<file path="src/rtl/uart_tx_arbiter.sv">
// Round-robin arbiter feeding bytes from several requesters into one uart_tx, with
// per-message channel locking, frame-time pacing between strobes and a lock timeout.
module uart_tx_arbiter #(
  parameter int unsigned NUM_CHANNELS    = 4,
  parameter int unsigned CLOCKS_PER_BAUD = 104,
  parameter int unsigned FRAME_BITS      = 10,
  parameter int unsigned LOCK_TIMEOUT    = 120000
) (
  input  logic                      clk_i,
  input  logic                      rst_ni,
  input  logic [NUM_CHANNELS-1:0]   req_valid_i,
  input  logic [8*NUM_CHANNELS-1:0] req_data_i,
  input  logic [NUM_CHANNELS-1:0]   req_last_i,
  output logic [NUM_CHANNELS-1:0]   req_ready_o,
  output logic                      write_o,
  output logic [7:0]                data_o,
  output logic                      busy_o,
  output logic [2:0]                chan_o,
  output logic                      timeout_o
);

  localparam int unsigned FrameClks = FRAME_BITS * CLOCKS_PER_BAUD;
  localparam int unsigned PaceW     = (FrameClks > 1) ? $clog2(FrameClks) : 1;
  localparam int unsigned LockW     = (LOCK_TIMEOUT > 0) ? $clog2(LOCK_TIMEOUT + 1) : 1;

  localparam logic [PaceW-1:0] PaceLoad = PaceW'(FrameClks - 1);
  localparam logic [LockW-1:0] LockMax  = LockW'(LOCK_TIMEOUT);
  localparam logic [2:0]       LastCh   = 3'(NUM_CHANNELS - 1);
  localparam logic [3:0]       NumCh4   = 4'(NUM_CHANNELS);

  typedef enum logic [1:0] {StIdle, StStrobe, StPace} state_e;

  state_e           state_q, state_d;
  logic [7:0]       data_q, data_d;
  logic [2:0]       chan_q, chan_d;
  logic             busy_q, busy_d;
  logic [2:0]       rr_q, rr_d;
  logic             lock_q, lock_d;
  logic [2:0]       lock_ch_q, lock_ch_d;
  logic [PaceW-1:0] pace_q, pace_d;
  logic [LockW-1:0] lock_cnt_q, lock_cnt_d;

  // Zero-extended copies so a 3-bit channel index is always in range.
  logic [7:0]  valid_pad;
  logic [7:0]  last_pad;
  logic [63:0] data_pad;

  assign valid_pad = 8'(req_valid_i);
  assign last_pad  = 8'(req_last_i);
  assign data_pad  = 64'(req_data_i);

  function automatic logic [2:0] next_ch(input logic [2:0] ch);
    return (ch >= LastCh) ? 3'd0 : ch + 3'd1;
  endfunction

  logic       grant_vld;
  logic [2:0] grant_ch;
  logic [3:0] scan_idx;
  logic       lock_expire;

  always_comb begin
    grant_vld = 1'b0;
    grant_ch  = '0;
    scan_idx  = '0;
    if (state_q == StIdle) begin
      if (lock_q) begin
        grant_vld = valid_pad[lock_ch_q];
        grant_ch  = lock_ch_q;
      end else begin
        for (int unsigned i = 0; i < NUM_CHANNELS; i++) begin
          scan_idx = {1'b0, rr_q} + 4'(i);
          if (scan_idx >= NumCh4) begin
            scan_idx = scan_idx - NumCh4;
          end
          if (!grant_vld && valid_pad[scan_idx[2:0]]) begin
            grant_vld = 1'b1;
            grant_ch  = scan_idx[2:0];
          end
        end
      end
    end
  end

  // Ready is gated by reset so the outputs read all-zero while rst_ni is low.
  always_comb begin
    req_ready_o = '0;
    for (int unsigned k = 0; k < NUM_CHANNELS; k++) begin
      req_ready_o[k] = rst_ni && grant_vld && (grant_ch == 3'(k));
    end
  end

  assign lock_expire = (state_q == StIdle) && lock_q && !valid_pad[lock_ch_q] &&
                       (lock_cnt_q == LockMax);

  always_comb begin
    state_d    = state_q;
    data_d     = data_q;
    chan_d     = chan_q;
    busy_d     = busy_q;
    rr_d       = rr_q;
    lock_d     = lock_q;
    lock_ch_d  = lock_ch_q;
    pace_d     = pace_q;
    lock_cnt_d = lock_cnt_q;
    unique case (state_q)
      StIdle: begin
        if (grant_vld) begin
          data_d     = data_pad[{grant_ch, 3'b000} +: 8];
          chan_d     = grant_ch;
          busy_d     = 1'b1;
          state_d    = StStrobe;
          lock_cnt_d = '0;
          if (last_pad[grant_ch]) begin
            lock_d = 1'b0;
            rr_d   = next_ch(grant_ch);
          end else begin
            lock_d    = 1'b1;
            lock_ch_d = grant_ch;
          end
        end else if (lock_expire) begin
          lock_d     = 1'b0;
          rr_d       = next_ch(lock_ch_q);
          lock_cnt_d = '0;
        end else if (lock_q) begin
          lock_cnt_d = lock_cnt_q + LockW'(1);
        end
      end
      StStrobe: begin
        pace_d  = PaceLoad;
        state_d = StPace;
      end
      StPace: begin
        if (pace_q == '0) begin
          state_d = StIdle;
          busy_d  = 1'b0;
        end else begin
          pace_d = pace_q - PaceW'(1);
        end
      end
      default: state_d = StIdle;
    endcase
  end

  always_ff @(posedge clk_i or negedge rst_ni) begin
    if (!rst_ni) begin
      state_q    <= StIdle;
      data_q     <= '0;
      chan_q     <= '0;
      busy_q     <= 1'b0;
      rr_q       <= '0;
      lock_q     <= 1'b0;
      lock_ch_q  <= '0;
      pace_q     <= '0;
      lock_cnt_q <= '0;
    end else begin
      state_q    <= state_d;
      data_q     <= data_d;
      chan_q     <= chan_d;
      busy_q     <= busy_d;
      rr_q       <= rr_d;
      lock_q     <= lock_d;
      lock_ch_q  <= lock_ch_d;
      pace_q     <= pace_d;
      lock_cnt_q <= lock_cnt_d;
    end
  end

  assign write_o   = (state_q == StStrobe);
  assign data_o    = data_q;
  assign busy_o    = busy_q;
  assign chan_o    = chan_q;
  assign timeout_o = lock_expire;

endmodule

</file>
<file path="config.mk">
export PLATFORM = sky130hd
export DESIGN_NAME = uart_tx_arbiter
export DESIGN_NICKNAME = d
export VERILOG_FILES = /design/src/rtl/uart_tx_arbiter.sv
export SDC_FILE = /design/constraint.sdc
export NUM_CORES = 1
export LEC_CHECK = 0
export CORE_ASPECT_RATIO = 2
export CORE_MARGIN = 4
export CORE_UTILIZATION = 30
export DETAILED_ROUTE_END_ITERATION = 6
export GPL_TIMING_DRIVEN = 0
export SYNTH_ARGS = -nofsm -noshare
export SYNTH_HDL_FRONTEND = slang
export SYNTH_SLANG_ARGS = --single-unit
</file>
<file path="constraint.sdc">
create_clock -name clk_i -period 5.18 [get_ports clk_i]
set_input_delay 1.295 -clock clk_i [delete_from_list [all_inputs] [get_ports clk_i]]
set_output_delay 1.295 -clock clk_i [all_outputs]
set_load 0.005 [all_outputs]
</file>
==> summary.txt <==
Setup TNS: 0 ps
Synthesized area: 3020 µm²
Tmin final: 5070 ps
Combinational share of power: 55.8%
CP cell instances: clkdlybuf4s15_2 -> mux2_4 -> a211o_1 -> a221o_1 -> a31oi_4 -> buf_8 -> inv_1 -> ha_1 -> ha_2 -> and3_1 -> dlygate4sd2_1
Metal-1 WL: 2670 µm
Crit path launch: req_valid_i[0]
CTS tree: done
Synth area leader: dfrtp_1
Critical path data arrival time: 3770 ps
Yosys warns: 0
Post-synth ARST share: 100%
Slew of the pin with the lowest slew margin: 690 ps
Worst R2R Path Depth: 13
DR vias: 2586
Post-layout power: 2.02 mW
Crit-path slowest cell: a221o_1
Initial antenna violation count: 0
Met2 wire length: 4660 µm
GRT Total Usage: 14.3%
Die extent in x: 79.0 µm
Max-slew violation count: 0
Top cells by count, synth: dfrtp_1 (49), nor2_1 (27), nand2_1 (21)
Crit. End Element: output pin
Post-Place Cells: 485
WL per Instance: 15.8 µm
Clock slew at reported path FFs: 70 ps
Post-route insts no fill: 500
Drc violations: 0
Setup CP Type: input pin to output pin
Post-Syn Nets: 347
Layout Nets: 421
Main synth FF type: dfrtp_1
Grt total ovfl: 0
Achievable clock frequency: 197 MHz
Period utilization: 97.8%
DR top layer: met4
Startpoint types: input pin
Core ar.: 9830 µm²
ANT cells: 0
Syn_area_per_cell: 10.3 µm²
Hold Vio Cnt, Final: 0
Final wirelength: 7920 µm
RSZ-0062 raised after global routing: no
Distinct cells, synth: 54
P_int: 1.23 mW
Relative slew slack: 53.3%
Largest net degree at the start of global routing: 42
Number of global-route vias before repair: 2810
Initial DRC Count: 79
Routed wl met3: 283 µm
Hold_sp: pace_q[0]$_DFFE_PN0P_
CP Max Fanout: 5
Via density per instance: 5.17
Max stage delay on crit path: 380 ps
Cell Pwr Density: 497 nW/µm²
Sw Ratio: 39.2%
Clk network pwr share: 16.4%
Area Growth Syn to Fin: 34.2%
First-pass GRT wire length: 13300 µm
CTS Root Buffer Type: clkbuf_16
Most numerous cell in the Yosys netlist: dfrtp_1
P_sw: 790 µW
Delay-heaviest family, CP: compound AO/OA/AOI/OAI gates
Seq pwr share: 27.7%
Share of cells above drive strength 1: 15.5%
Worst EP required: 3880 ps
Clk_lat worst skew: 300 ps
Starting density of the core: 30.8%
Seq cells post-synth: 49
Num CTS Buffers: 5
CTS Sinks: 49
Die area: 11800 µm²
Buf+Inv Stages, Crit Path: 4
Static Leak: 1.71 nW
IO buf count: 59
Area share of the largest cell type after synthesis: 40.6%
H-tree depth: 2
MaxCap Viol Count: 0
DRT antenna net count: 0
Synth top area cells: dfrtp_1 (41%), mux4_2 (7.5%), ha_1 (5.0%)
Reg2reg start: rr_q[0]$_DFFE_PN0P_
Clk buf depth: 2
Die Ht: 150 µm
Synth Instances: 293
Detailed Routing Iterations Pass 1: 4
Detailed Place HPWL: 6200 µm
GP Congestion: 0.853
Register area share after synthesis: 40.6%
Clock skew: 7.58 ps
Levels on crit path: 11
EDFF count, synth: 0
Status: completed
Worst vdd rail ir drop: 350 µV
Row count: 51
Ports: 60
Worst hold path class: flip-flop to flip-flop
Hold buffer count at cts: 0
Setup-failing EPs final: 0
Worst hold stages: 1
[sequential cells by signal (all words and copies together) (netlist names)]
signal      cells
lock_q          1
lock_cnt_q     17
busy_o          1
rr_q            3
data_o          8
pace_q         11
lock_ch_q       3
state_q         2
chan_o          3
[path summary, 6_finish.rpt]
path	slack, ps	end
max	110	req_ready_o[3]
min	470	pace_q[0]$_DFFE_PN0P_
max reg2reg	1240	rr_q[2]$_DFFE_PN0P_
min reg2reg	470	pace_q[0]$_DFFE_PN0P_
max in group asynchronous	3770	pace_q[6]$_DFFE_PN0P_
min in group asynchronous	890	lock_cnt_q[8]$_DFFE_PN0P_
[layer usage]
layer	up-vias	global-route usage, %
met5	-	0
met2	72	28.6
met1	1257	13.3
li1	1235	-
met4	0	7.83
met3	22	2.11
[logic make-up (layout without fill, tap and decap cells)]
logic type                 Yosys count  after routing  synth area share, %
DFF                                 49             49                 40.6
xor gates and xnor gates            13             13                 3.77
AOI/OAI and AO/OA                   57             57                 14.5
muxes                               31             31                 15.1
buffers and inverters               26            101                 3.39
adders and majority gates           12             12                 4.97
and+or+nand+nor                    105            105                 17.8
[layout make-up]
type | count | area, µm²
Multi-Input combinational cell | 218 | 1710
Clock inverter | 3 | 21.3
Sequential cell | 49 | 1230
Fill cell | 993 | 5770
Clock buffer | 5 | 125
Tap cell | 132 | 165
Timing Repair Buffer | 68 | 678
Buffer | 11 | 80.1
Inverter | 14 | 56.3
[power by group through the flow]
| stage | clock network, mW | logic [mW] | registers (mW) |
|---|---|---|---|
| 2_1_floorplan | 0 | 0.686 | 0.552 |
| 3_3_place_gp | 0 | 1.02 | 0.563 |
| 3_5_place_dp | 0 | 1.03 | 0.567 |
| 4_1_cts | 0.340 | 1.14 | 0.561 |
| 5_1_grt | 0.355 | 1.23 | 0.575 |
| 6_report | 0.331 | 1.13 | 0.559 |
[cell usage in the layout (no fill, tap or decap), drive strengths merged, types with 5 or more instances in the layout]
master          n
a21oi          11
and3            6
buf            13
clkbuf         14
clkdlybuf4s50  51
dfrtp          49
ha             12
inv            14
mux2           13
mux2i           8
mux4           10
nand2          21
nand3           8
nand4           6
nor2           27
nor3            9
o21ai          14
or3             5
xnor2           9
[per-stage QoR]
stage	hold WS, ps	worst slack (ps)	cell area (µm²)	util [%]
2_1_floorplan	440	424	3020	-
3_3_place_gp	460	-1060	3780	38.5
3_5_place_dp	462	-1030	3790	38.6
4_1_cts	472	3.03	4050	41.2
5_1_grt	507	19.9	4060	41.3
6_report	472	113	4060	41.3
[timing repair]
| action | 4_1_cts | 5_1_grt |
|---|---|---|
| buffers inserted | 8 | 0 |
| endpoints found under the setup margin | 4 | 4 |
| resized for setup | 22 | 6 |
| pin swaps | 4 | 2 |
(Power assumes the default switching activity.)
